File: src/rtl/hazard_ctrl.sv
// Hazard-control unit: load-use/RAW stall FSM, branch squash, EX operand forwarding selects and a
// saturating stall-cycle counter. Define HAZARD_FWD_EN to enable forwarding; otherwise RAW stalls.
module hazard_ctrl #(
    parameter int unsigned XLEN     = 32,
    parameter int unsigned RA_W     = 5,
    parameter int unsigned LOAD_LAT = 1,
    parameter int unsigned PERF_W   = 32
) (
    input  logic              clk,
    input  logic              rst_n,
    input  logic [XLEN-1:0]   ifid_instr,
    input  logic              idex_mem_read,
    input  logic              idex_reg_write,
    input  logic [RA_W-1:0]   idex_rd,
    input  logic [RA_W-1:0]   idex_rs1,
    input  logic [RA_W-1:0]   idex_rs2,
    input  logic              exmem_reg_write,
    input  logic [RA_W-1:0]   exmem_rd,
    input  logic              memwb_reg_write,
    input  logic [RA_W-1:0]   memwb_rd,
    input  logic              ex_branch_taken,
    output logic              pc_write,
    output logic              ifid_write,
    output logic              idex_bubble,
    output logic              ifid_flush,
    output logic [1:0]        fwd_a,
    output logic [1:0]        fwd_b,
    output logic              stall_active,
    output logic [PERF_W-1:0] stall_cycles
);

    typedef enum logic [0:0] {StIdle, StStall} state_e;

    localparam logic [2:0] CntInit = 3'(LOAD_LAT - 1);

    state_e            state_q, state_d;
    logic [2:0]        cnt_q, cnt_d;
    logic [PERF_W-1:0] stall_cycles_q;

    logic [6:0]      opcode;
    logic [RA_W-1:0] rs1, rs2;
    logic            use_rs1, use_rs2;
    logic            load_hit, raw_hit, stall;
    logic            unused_bits;

    assign opcode      = ifid_instr[6:0];
    assign rs1         = RA_W'(ifid_instr[19:15]);
    assign rs2         = RA_W'(ifid_instr[24:20]);
    assign unused_bits = ^{ifid_instr[XLEN-1:25], ifid_instr[14:7]};

    always_comb begin
        use_rs1 = 1'b0;
        use_rs2 = 1'b0;
        case (opcode)
            7'b0110011, 7'b0100011, 7'b1100011: begin
                use_rs1 = 1'b1;
                use_rs2 = 1'b1;
            end
            7'b0010011, 7'b0000011, 7'b1100111: use_rs1 = 1'b1;
            default: ;
        endcase
    end

    // True when a non-x0 destination feeds a source the IF/ID instruction actually reads.
    function automatic logic src_hit(input logic [RA_W-1:0] rd, input logic [RA_W-1:0] s1,
                                     input logic u1, input logic [RA_W-1:0] s2, input logic u2);
        return (rd != '0) && ((u1 && (rd == s1)) || (u2 && (rd == s2)));
    endfunction

    assign load_hit = idex_mem_read && idex_reg_write &&
                      src_hit(idex_rd, rs1, use_rs1, rs2, use_rs2);

`ifdef HAZARD_FWD_EN
    function automatic logic [1:0] fwd_sel(input logic [RA_W-1:0] rs);
        if (exmem_reg_write && (exmem_rd != '0) && (exmem_rd == rs)) begin
            return 2'b10;
        end else if (memwb_reg_write && (memwb_rd != '0) && (memwb_rd == rs)) begin
            return 2'b01;
        end
        return 2'b00;
    endfunction

    assign raw_hit = 1'b0;
    assign fwd_a   = fwd_sel(idex_rs1);
    assign fwd_b   = fwd_sel(idex_rs2);
`else
    logic unused_fwd;

    assign raw_hit = (idex_reg_write && src_hit(idex_rd, rs1, use_rs1, rs2, use_rs2)) ||
                     (exmem_reg_write && src_hit(exmem_rd, rs1, use_rs1, rs2, use_rs2));
    assign fwd_a      = 2'b00;
    assign fwd_b      = 2'b00;
    assign unused_fwd = ^{idex_rs1, idex_rs2, memwb_reg_write, memwb_rd};
`endif

    // A taken branch overrides any stall: the stalled instruction is squashed anyway.
    assign stall = !ex_branch_taken && ((state_q == StStall) || load_hit || raw_hit);

    always_comb begin
        pc_write     = !stall;
        ifid_write   = !stall;
        idex_bubble  = stall || ex_branch_taken;
        ifid_flush   = ex_branch_taken;
        stall_active = (state_q == StStall);
        stall_cycles = stall_cycles_q;
    end

    always_comb begin
        state_d = state_q;
        cnt_d   = cnt_q;
        if (ex_branch_taken) begin
            state_d = StIdle;
            cnt_d   = 3'd0;
        end else begin
            case (state_q)
                StIdle: begin
                    if (load_hit && (LOAD_LAT > 1)) begin
                        state_d = StStall;
                        cnt_d   = CntInit;
                    end
                end
                StStall: begin
                    cnt_d = cnt_q - 3'd1;
                    if (cnt_q == 3'd1) begin
                        state_d = StIdle;
                    end
                end
                default: begin
                    state_d = StIdle;
                    cnt_d   = 3'd0;
                end
            endcase
        end
    end

    always_ff @(posedge clk) begin
        if (!rst_n) begin
            state_q        <= StIdle;
            cnt_q          <= 3'd0;
            stall_cycles_q <= '0;
        end else begin
            state_q <= state_d;
            cnt_q   <= cnt_d;
            if (!pc_write && (stall_cycles_q != '1)) begin
                stall_cycles_q <= stall_cycles_q + 1'b1;
            end
        end
    end

endmodule

File: config.mk
export PLATFORM = sky130hd
export DESIGN_NAME = hazard_ctrl
export DESIGN_NICKNAME = d
export VERILOG_FILES = /design/src/rtl/hazard_ctrl.sv
export SDC_FILE = /design/constraint.sdc
export NUM_CORES = 1
export LEC_CHECK = 0
export ABC_AREA = 1
export CORE_ASPECT_RATIO = 1.1
export CORE_MARGIN = 5
export CORE_UTILIZATION = 48
export CTS_CLUSTER_SIZE = 30
export DETAILED_ROUTE_END_ITERATION = 10
export GPL_ROUTABILITY_DRIVEN = 0
export GPL_TIMING_DRIVEN = 0
export PLACE_DENSITY = 0.9
export RECOVER_POWER = 25
export SETUP_SLACK_MARGIN = 0.4
export SLEW_MARGIN = 20
export SYNTH_ARGS = -nofsm -noshare
export SYNTH_HDL_FRONTEND = slang
export SYNTH_SLANG_ARGS = --single-unit
File: constraint.sdc
create_clock -name clk -period 4.92 [get_ports clk]
set_clock_uncertainty 0.15 [all_clocks]
set_input_delay 0.738 -clock clk [delete_from_list [all_inputs] [get_ports clk]]
set_output_delay 0.738 -clock clk [all_outputs]
set_load 0.1 [all_outputs]
Word level (Yosys, flattened, before mapping)
Index checks and enable logic that the tools add are counted.

cells by class
  muxes and demuxes = 3
  add/subtract/negate cells = 2
  bitwise operators = 2
  reductions and logical operators = 26
  eq/ne operators = 12

operator list
  kind                                                                number
  32-bit by 1-bit adder with 32-bit output, second input constant     1
  32-bit inequality test, second input constant                       1
  5-bit == test                                                       4
  7-bit by 6-bit == test with 1-bit output, second input constant     2
  7-bit == test, second input constant                                2
  1-bit logical AND                                                   12
  5-bit nonzero test                                                  2
  7-bit by 2-bit == test with 1-bit output, second input constant     1
  7-bit by 5-bit == test with 1-bit output, second input constant     1
  1-bit logical OR                                                    6
  3-bit OR reduction                                                  2
  6-bit OR reduction                                                  1
  3-bit by 1-bit == test with 1-bit output, second input constant     1
  1-bit 2-to-1 mux                                                    3
  3-bit by 1-bit subtractor with 3-bit output, second input constant  1
  1-bit logical NOT                                                   2
  1-bit inverter                                                      2
  2-bit OR reduction                                                  1

storage, ports and cells
  register bits after elaboration = 36
  bits of input ports = 64
  output and inout bits = 41
  logic and storage cells = 48

Logic depth before layout (Yosys ltp)
Gate-level depths: netlist of run 1.

  depth after elaboration = 11
  gate-level depth with buffers = 13
  gate-level depth less buffers = 13

Least setup slack after synthesis of run 1
OpenSTA, ideal clock, no wires.

  kind = register -> output
  start point = reg state_q (netlist: stall_active)
  end point = out pc_write
  path buffers = 2
  data arrival time = 2810 ps
  cell stages (with the launch flop) = 6
  required time = 4032 ps
  setup slack = 1222 ps
  cell sequence = dfxtp_1 -> inv_1 -> nand3_1 -> clkbuf_1 -> nand2_1 -> buf_4

on the way
  longest elaborated chain between the ends = 4

RTL lines
  element                        RTL line  source
  from (decl)                    36        state_e state_q, state_d;
  from (signal assigned)         138       state_q <= StIdle;
  from (signal assigned)         142       state_q <= state_d;
  1-bit logical OR (2 in a row)  97        assign stall = !ex_branch_taken && ((state_q == StStall) || load_hit || raw_hit);
  1-bit logical AND              97
  1-bit logical NOT              --
  to (decl)                      22        output logic pc_write,

Every way passes these cells.

Final worst setup path of run 1
  start point = in exmem_rd[2]
  end point = out pc_write

on the way
  longest elaborated chain between the ends = 9
  elaborated cells between the ends (all ways) = 12
  classes of those cells = eq/ne: 2; reduce/logical: 10

RTL lines
  element                RTL line  source
  from (decl)            18        input logic [RA_W-1:0] exmem_rd,
  5-bit == test          67        return (rd != '0) && ((u1 && (rd == s1)) || (u2 && (rd == s2)));
  1-bit logical AND      67
  1-bit logical OR       67
  1-bit logical AND (*)  67
  1-bit logical AND (*)  90        (exmem_reg_write && src_hit(exmem_rd, rs1, use_rs1, rs2, use_rs2));
  1-bit logical OR (*)   89        assign raw_hit = (idex_reg_write && src_hit(idex_rd, rs1, use_rs1, rs2, use_rs2)) ||
  1-bit logical OR (*)   97
  1-bit logical AND (*)  97
  1-bit logical NOT (*)  100       pc_write = !stall;

Every way passes the cells marked *; elsewhere a longest branch is shown, timed or not.

==> results.md, run 1 <==
* Status: finished, final reports clean
* Clock latency at the later pin of the worst-skew pair at 0.29 ns
* Pwr Density at 168 nW/um^2
* Area added between synthesis and finish at 31.9%
* Synthesized area per cell at 6.17 sq um
* Clock-pin slew on the worst setup and hold paths at 0.07 ns
* Die H at about 89 microns
* Crit-path max FO at 10
* Most frequent cells in the layout: nand2_1, clkdlybuf4s50_1, nor2_1
* I/O pin total at roughly 110
* Nature of the critical path startpoint: input pin
* DR vias at between 3k and 4k
* WL per Instance at 13.7 microns
* Synth Cell Area at 2700 sq um
* GRT overflow at 0
* Most common cell after layout, fill and taps aside: nand2_1
* Max-slew violation count at 0
* Peak VDD IR at between 0.15 and 0.2 mV
* Setup total negative slack at 0 ns
* Cell variety after synth at 26
* Rel. slew slack at 33.8%
* Buffers on Ports at 68
* Setup ws final at ~0.72 ns
* Dpl hpwl at 6160 microns
* Routed WL at around 8100 microns
* Vias in the first global route at 3036
* XOR/XNOR Fraction of Synth Area at 11.3%
* # DRC at 0
* Number of vias per cell at 5.46
* Setup Viol. Count Final at 0
* Starting Density at 49.8%
* Final min period at 4.20 ns
* Unrepaired setup endpoints after global routing: no
* P_leak at approximately 0.0014 uW
* Max-cap viol count at 0
* Post-synthesis mux area share at 0%
* Crit path arrival time at 3.31 ns
* FF+latch count, synth at 36
* Period utilization at 85.4%
* CTS Sinks at 36
* Die Wd at roughly 80 microns
* Row cnt at 28
* Htree depth at 2
* Initial antenna violation count at 0
* Hold buffer count at cts at 0
* Core area at 5430 sq um
* Total CTS buffers at 5
* Pre-Repair DR Iteration Count at 5
* Root buffer cell: clkbuf_8
* Simple-gate portion of the synthesized area at 42.8%
* CTS max path bufs at 2
* Worst hold stages at 2
* Cells on worst reg2reg path at 9
* Post-synthesis compound-gate area fraction at 6.94%
* Gr usage total at approximately 23%
* Setup crit end kind: output port
* WHS at around 0.34 ns
* Critical Path RT at 4.03 ns
* Final Hold Fails at 0
* Adder-Cell Fraction of Synth Area at 1.39%
* Largest net degree at the start of global routing at 11
* Reg2Reg Setup Slack at about 2.3 ns
* Fmax at 0.238 GHz
* Share of cells above drive strength 1 at roughly 3.3%
* Die ar. at about 7200 sq um
* Global-route wire length before repair at ~13000 microns
* ANT cells at 0
* Mapped Cells at 438
* Fin cells at 592
* Main combinational cell family by area after synthesis: simple AND/OR/NAND/NOR gates
* Worst Path Class, Setup: in2out
* Seq/Total Area, Yosys at between 20% and 30%
* Initial drt markers at 343
* Placed cell count at 584
* Routed Antenna Nets at 0
* Place WS at 0.420 ns
* Nets at 583
* CTS tree: done
* # fillers at 455
* HP Class: reg2reg
* Worst-Margin Slew at 0.990 ns
* Synthesis Warnings at 0
-- kinds of logic (layout without fill, tap and decap cells) --
family | Yosys count | after routing
AO/OA/AOI/OAI | 36 | 36
XOR/XNOR | 35 | 35
adder cells (fa/ha/maj) | 3 | 3
buffers and inverters | 65 | 141
flip-flops | 36 | 36
other | 1 | 4
AND/OR/NAND/NOR | 262 | 262
-- registers in the layout (all words and copies together), names as in the netlist --
name and flops:
cnt_q 3, stall_cycles 32, stall_active 1
-- stage by stage --
| stage | area [sq um] | total power [uW] | util (%) |
|---|---|---|---|
| 6_report | 3560 | 599 | 65.6 |
| 3_3_place_gp | 3490 | 387 | 64.2 |
| 3_5_place_dp | 3490 | 389 | 64.2 |
| 4_1_cts | 3580 | 600 | 65.9 |
| 2_1_floorplan | 2710 | 349 | - |
| 5_1_grt | 3560 | 621 | 65.6 |
-- final timing paths --
check,end,from
hold reg to reg,cnt_q[0],cnt_q[0]
setup reg to reg,stall_cycles[6],stall_cycles[16]
hold / removal,cnt_q[0],cnt_q[0]
setup / recovery,pc_write,exmem_rd[2]
-- layer usage --
layer	wire length, microns	share of wire (%)	track usage (%)	up-vias
met2	3750	46	39.2	190
met4	301	3.7	11.8	0
met3	823	10	5.91	35
li1	-	-	-	1568
met1	3260	40	26.5	1441
met5	0	0	0	-
-- report_power, final --
group          switching (uW)  internal (uW)
Clock                     102            114
Sequential             0.0470            291
Combinational            54.0           37.3
Total                     156            443
-- timing repair --
item,4_1_cts,5_1_grt
setup endpoints to repair,0,2
resized for setup,0,2
setup buffers,0,0
-- layout make-up --
class	count	area (sq um)	area share (%)
plain buffers	21	109	3.05
clock buffers	8	90.1	2.53
inverters	44	165	4.63
multi-input cells	340	1700	47.7
flip-flops and latches	36	721	20.2
well taps	75	93.8	2.63
repair buffers	68	686	19.2
-- synth_stat cells (all sizes together) --
library cell / instances / share of area, %
a211oi: 2 / 0.56
o21ai: 1 / 0.19
clkbuf: 12 / 1.7
nor3b: 2 / 0.74
nand3: 17 / 3.3
nand2: 142 / 20
xor2: 26 / 8.4
nor2: 44 / 6.4
ha: 3 / 1.4
clkinv: 1 / 0.14
nand3b: 4 / 1.1
inv: 43 / 6.0
dfxtp: 36 / 27
buf: 9 / 2.9
nor3: 18 / 3.3
conb: 1 / 0.14
o31ai: 1 / 0.28
xnor2: 9 / 2.9
a21oi: 32 / 5.9
nand4: 35 / 8.1
-- critical path, stage by stage --
cell and delay, ns:
dlygate4sd3_1 0.60, nor2_1 0.12, nand2_1 0.08, o31ai_1 0.20
inv_1 0.06, nand2_1 0.08, nand3_1 0.18, clkbuf_1 0.29
nand2_1 0.13, buf_4 0.11, dlymetal6s2s_1 0.73
Note: power is estimated with default switching activity, not from simulation.
==> run 2: changes to the inputs <==
--- a/config.mk
+++ b/config.mk
@@ -6,8 +6,9 @@
 export NUM_CORES = 1
 export LEC_CHECK = 0
 export ABC_AREA = 1
-export CORE_ASPECT_RATIO = 1.1
-export CORE_MARGIN = 5
+export CAP_MARGIN = 20
+export CORE_ASPECT_RATIO = 0.5
+export CORE_MARGIN = 4
 export CORE_UTILIZATION = 48
 export CTS_CLUSTER_SIZE = 30
 export DETAILED_ROUTE_END_ITERATION = 10
==> run 2 against run 1 <==
Compared with the run above:
- register-to-register slack improved by 0.18 ns
- sequential share of layout area decreased by 0.46 points
- hold slack got worse by 0.0016 ns
- critical path type unchanged
==> results.md, run 2 (same netlist as run 1, synthesis figures left out) <==
* Status: finished, final reports clean (unchanged)
* Worst-Margin Slew at 0.999 ns (was 0.990 ns)
* CTS max path bufs at 2 (unchanged)
* I/O pin total at 105 (unchanged)
* Routed WL at 8090 microns (was 8140 microns)
* Global-route wire length before repair at 13200 microns (about the same)
* Worst Setup SP: exmem_rd[3] (was exmem_rd[2])
* Die ar. at 6970 sq um (was 7230 sq um)
* GRT overflow at 0 (unchanged)
* Setup total negative slack at 0 ns (unchanged)
* WHS at 0.337 ns (was 0.339 ns)
* Max-slew violation count at 0 (unchanged)
* Root buffer cell: clkbuf_16 (was clkbuf_8)
* Core area at 5180 sq um (was 5430 sq um)
* Period utilization at 86.0% (was 85.4%)
* Unrepaired setup endpoints after global routing: no (unchanged)
* Nature of the critical path startpoint: input pin (unchanged)
* DR vias at 3200 (was 3234)
* Reg2Reg Setup Slack at 2.45 ns (was 2.27 ns)
* Total CTS buffers at 5 (unchanged)
* Fmax at 0.236 GHz (was 0.238 GHz)
* End-of-flow core utilization at 70.4% (was 65.6%)
* Die Wd at 114 microns (was 81.5 microns)
* Crit-path max FO at 10 (unchanged)
* HP Class: reg2reg (unchanged)
* P_leak at 0.00148 uW (was 0.00142 uW)
* Initial antenna violation count at 0 (unchanged)
* Rel. slew slack at 33.2% (was 33.8%)
* WL per Instance at 13.8 microns (was 13.7 microns)
* Buffers on Ports at 68 (unchanged)
* Largest net degree at the start of global routing at 13 (was 11)
* Final Hold Fails at 0 (unchanged)
* Clock-pin slew on the worst setup and hold paths at 0.05 ns (was 0.07 ns)
* Worst flop-to-flop path startpoint: stall_cycles[17] (was stall_cycles[16])
* PostCTS Resize Cnt at 1 (was 0)
* Initial drt markers at 312 (was 343)
* Max reg flops at 32 (unchanged)
* Most frequent cells in the layout: nand2_1, clkdlybuf4s50_1, nor2_1 (unchanged)
* Number of setup buffers added after CTS at 0 (unchanged)
* Cells on worst reg2reg path at 9 (unchanged)
* Hold buffer count at cts at 0 (unchanged)
* CTS Sinks at 36 (unchanged)
* Setup Viol. Count Final at 0 (unchanged)
* Share of cells above drive strength 1 at 4.06% (was 3.29%)
* CTS tree: done (unchanged)
* Vias in the first global route at 2935 (was 3036)
* Worst R2R End: stall_cycles[29] (was stall_cycles[6])
* Worst Path Class, Setup: in2out (unchanged)
* Row cnt at 18 (was 28)
* Critical Path End: pc_write (unchanged)
* Gr usage total at 23.3% (was 23.0%)
* Pwr Density at 204 nW/um^2 (was 168 nW/um^2)
* Number of vias per cell at 5.45 (was 5.46)
* Area added between synthesis and finish at 34.9% (was 31.9%)
* Max-cap viol count at 0 (unchanged)
* Peak VDD IR at 0.174 mV (was 0.198 mV)
* Die H at 61.1 microns (was 88.7 microns)
* Most common cell after layout, fill and taps aside: nand2_1 (unchanged)
* Crit path arrival time at 3.34 ns (was 3.31 ns)
* Routed Antenna Nets at 0 (unchanged)
* Area of the multi-input gates at 1700 sq um (unchanged)
* Clock latency at the later pin of the worst-skew pair at 0.28 ns (was 0.29 ns)
* Dpl hpwl at 6120 microns (was 6160 microns)
* Final min period at 4.23 ns (was 4.20 ns)
* Nets at 583 (unchanged)
* Pre-Repair DR Iteration Count at 10 (was 5)
* Critical Path RT at 4.03 ns (about the same)
* FF+latch area at 721 sq um (unchanged)
* Starting Density at 52.2% (was 49.8%)
* Setup crit end kind: output port (unchanged)
* ANT cells at 0 (unchanged)
* # DRC at 0 (unchanged)
* # fillers at 454 (was 455)
* Htree depth at 2 (unchanged)
-- run 2: per-layer routing --
| layer | vias up | global-route usage [%] | wire length (microns) | part of all wire [%] |
|---|---|---|---|---|
| met5 | - | 0 | 0 | 0 |
| met2 | 167 | 40.8 | 3520 | 44 |
| li1 | 1564 | - | - | - |
| met4 | 0 | 5.92 | 112 | 1.4 |
| met3 | 22 | 4.51 | 801 | 9.9 |
| met1 | 1447 | 30.4 | 3650 | 45 |
-- run 2: layout make-up --
type	instances	share of cell area, %
Inverter	44	4.53
Buffer	21	3.40
Timing Repair Buffer	68	18.7
Sequential cell	36	19.8
Clock buffer	5	3.43
Clock inverter	3	1.17
Multi-Input combinational cell	340	46.6
Tap cell	70	2.40
-- run 2: through the flow --
step	std cells	setup slack (ns)	instance area [sq um]	power, uW
global placement	579	0.447	3480	388
detailed placement	579	0.380	3480	389
finish	587	0.690	3650	742
floorplan	441	1.22	2710	349
global route	587	0.500	3650	765
CTS	587	0.494	3650	744
-- run 2: how the worst min path moves through the flow --
stage                   from  cells after the start  slack (ns)           end
floorplan           cnt_q[2]                      2        0.30  stall_active
global placement    cnt_q[2]                      2        0.31  stall_active
detailed placement  cnt_q[2]                      2        0.33  stall_active
CTS                 cnt_q[2]                      2        0.34  stall_active
global route        cnt_q[2]                      2        0.35  stall_active
finish              cnt_q[0]                      2        0.34      cnt_q[0]
-- run 2: power by group --
part           internal (uW)  switching, uW  leakage [uW]
Combinational           37.5           53.8       0.00111
Clock                    238            122     0.0000798
Sequential               292         0.0443      0.000290
-- run 2: worst max-delay path, cell delays in order --
cell	delay [ns]
clkdlybuf4s50_1	0.48
nor2_1	0.12
nand2_1	0.07
o31ai_1	0.18
inv_1	0.06
nand2_1	0.09
nand3_1	0.22
clkbuf_1	0.30
nand2_1	0.13
buf_4	0.11
dlygate4sd2_1	0.84
==> run 3: changes to the inputs <==
--- a/config.mk
+++ b/config.mk
@@ -7,13 +7,12 @@
 export LEC_CHECK = 0
 export ABC_AREA = 1
 export CAP_MARGIN = 20
-export CORE_ASPECT_RATIO = 0.5
+export CORE_ASPECT_RATIO = 1.1
 export CORE_MARGIN = 4
 export CORE_UTILIZATION = 48
 export CTS_CLUSTER_SIZE = 30
 export DETAILED_ROUTE_END_ITERATION = 10
 export GPL_ROUTABILITY_DRIVEN = 0
-export GPL_TIMING_DRIVEN = 0
 export PLACE_DENSITY = 0.9
 export RECOVER_POWER = 25
 export SETUP_SLACK_MARGIN = 0.4
==> run 3 against run 2 <==
Compared with the run above:
- maximum frequency rose by 12%
- largest power group is now sequential cells
- largest cell class unchanged
- non-clock buffer count decreased by 18
- worst setup slack better by 0.44 ns
==> results.md, run 3 (same netlist as run 1, synthesis figures left out) <==
* Status: finished, final reports clean (unchanged)
* Max reg flops at 32 (unchanged)
* Die ar. at 6900 sq um (was 6970 sq um)
* Setup crit end kind: output port (unchanged)
* Root buffer cell: clkbuf_8 (was clkbuf_16)
* Number of setup buffers added after CTS at 0 (unchanged)
* Gr usage total at 23.8% (was 23.3%)
* Hold buffer count at cts at 0 (unchanged)
* Place WS at 1.15 ns (was 0.380 ns)
* Max-slew violation count at 0 (unchanged)
* WL per Instance at 13.7 microns (was 13.8 microns)
* Critical Path RT at 4.03 ns (about the same)
* Worst Path Class, Setup: in2out (unchanged)
* I/O pin total at 105 (unchanged)
* Routed WL at 7890 microns (was 8090 microns)
* Finished Cell Area at 3470 sq um (was 3650 sq um)
* Clock power share at 36.2% (was 48.4%)
* GRT overflow at 0 (unchanged)
* CP cell instances: clkdlybuf4s50_1, nor2_1, nand2_1, o31ai_1, inv_1, nand2_1, nand3_1, nand2_1, buf_4 (was clkdlybuf4s50_1, nor2_1, nand2_1, o31ai_1, inv_1, nand2_1, nand3_1, clkbuf_1, nand2_1, buf_4, dlygate4sd2_1)
* Rel. slew slack at 33.7% (was 33.2%)
* # DRC at 0 (unchanged)
* Cells on worst reg2reg path at 9 (unchanged)
* Setup Viol. Count Final at 0 (unchanged)
* Nature of the critical path startpoint: input pin (unchanged)
* DR vias at 3081 (was 3200)
* Htree depth at 2 (unchanged)
* Die H at 86.7 microns (was 61.1 microns)
* Clock-pin slew on the worst setup and hold paths at 0.07 ns (was 0.05 ns)
* P_leak at 0.00140 uW (was 0.00148 uW)
* Peak VDD IR at 0.129 mV (was 0.174 mV)
* Total CTS buffers at 5 (unchanged)
* HP Class: reg2reg (unchanged)
* Die Wd at 79.5 microns (was 114 microns)
* Area added between synthesis and finish at 28.4% (was 34.9%)
* Pwr Density at 171 nW/um^2 (was 204 nW/um^2)
* ANT cells at 0 (unchanged)
* Core area at 5430 sq um (was 5180 sq um)
* Number of vias per cell at 5.37 (was 5.45)
* Most frequent cells in the layout: nand2_1, clkdlybuf4s50_1, nor2_1 (unchanged)
* Worst-Margin Slew at 0.991 ns (was 0.999 ns)
* Final min period at 3.79 ns (was 4.23 ns)
* Buffers on Ports at 68 (unchanged)
* Fmax at 0.264 GHz (was 0.236 GHz)
* Max-cap viol count at 0 (unchanged)
* Share of cells above drive strength 1 at 3.41% (was 4.06%)
* Vias in the first global route at 3058 (was 2935)
* Clock latency at the later pin of the worst-skew pair at 0.28 ns (about the same)
* Setup total negative slack at 0 ns (unchanged)
* Seq pwr share at 49.0% (was 39.3%)
* PostCTS Resize Cnt at 0 (was 1)
* Int Pwr at 440 uW (was 567 uW)
* Period utilization at 76.9% (was 86.0%)
* CTS tree: done (unchanged)
* Crit path arrival time at 2.90 ns (was 3.34 ns)
* DP Area at 3380 sq um (was 3480 sq um)
* Comb power frac at 14.7% (was 12.3%)
* Global-route wire length before repair at 13400 microns (was 13200 microns)
* Routed Antenna Nets at 0 (unchanged)
* Reg2Reg Setup Slack at 2.33 ns (was 2.45 ns)
* Row cnt at 28 (was 18)
* CTS max path bufs at 2 (unchanged)
* Final Hold Fails at 0 (unchanged)
* Worst hold stages at 2 (unchanged)
* Dpl hpwl at 5860 microns (was 6120 microns)
* Initial antenna violation count at 0 (unchanged)
* Hold Crit Start: cnt_q[1] (was cnt_q[0])
* Unrepaired setup endpoints after global routing: no (unchanged)
* Crit-path max FO at 17 (was 10)
* Setup ws final at 1.13 ns (was 0.690 ns)
* Sw frac at 26.0% (was 23.6%)
* Max stage delay on crit path at 0.51 ns (was 0.84 ns)
* Largest net degree at the start of global routing at 35 (was 13)
* Worst Hold Endpoint: cnt_q[1] (was cnt_q[0])
* Psw at 155 uW (was 175 uW)
* Initial drt markers at 231 (was 312)
* Slowest stage cell, crit path: nand3_1 (was dlygate4sd2_1)
* Worst R2R End: stall_cycles[29] (unchanged)
* Nets at 565 (was 583)
* Most frequent CP cell: nand2_1 (unchanged)
* Most common cell after layout, fill and taps aside: nand2_1 (unchanged)
* Starting Density at 49.8% (was 52.2%)
* Pre-Repair DR Iteration Count at 6 (was 10)
* CTS Sinks at 36 (unchanged)
* Worst flop-to-flop path startpoint: stall_cycles[0] (was stall_cycles[17])
==> run 3: area by class of cell <==
type / count / area [sq um]
Fill cell: 485 / 1960
Multi-Input combinational cell: 340 / 1700
Sequential cell: 36 / 721
Timing Repair Buffer: 71 / 696
Inverter: 44 / 165
Tap cell: 75 / 93.8
Clock buffer: 8 / 90.1
==> run 3: metrics by stage <==
step	cells	hold WS, ns	util (%)	total power (uW)
after floorplan	441	0.304	-	349
after global placement	566	0.321	62.2	383
after detailed placement	566	0.334	62.2	385
after CTS	574	0.347	63.9	598
after global routing	574	0.380	63.9	618
final	574	0.340	63.9	594
==> run 3: power by group through the flow <==
stage / combinational (uW) / clock [uW] / sequential (uW)
final: 87.5 / 215 / 291
after floorplan: 51.2 / 0 / 298
after global placement: 84.7 / 0 / 298
after global routing: 94.1 / 233 / 291
after detailed placement: 86.7 / 0 / 298
after CTS: 87.1 / 220 / 291
==> run 3: worst max-delay path, delay by kind of cell <==
family | cells | cell delay, ns
simple gates | 5 | 1.09
compound gates | 1 | 0.20
buf+inv | 3 | 0.85
==> run 3: how the worst max path moves through the flow <==
stage                       startpoint          to  slack, ns  cells after the start
after global routing       exmem_rd[2]    pc_write       0.89                      9
after detailed placement   exmem_rd[2]    pc_write       1.15                      9
after global placement     exmem_rd[2]  ifid_write       1.20                      9
final                      exmem_rd[2]    pc_write       1.13                      9
after floorplan           stall_active    pc_write       1.22                      5
after CTS                  exmem_rd[2]    pc_write       1.14                      9
==> run 3: per-layer routing <==
layer,track usage [%],up-vias,routed length (microns)
met5,0,-,0
met4,10.2,0,193
met3,3.95,21,677
met2,43.1,147,3870
met1,27.4,1384,3160
li1,-,1529,-
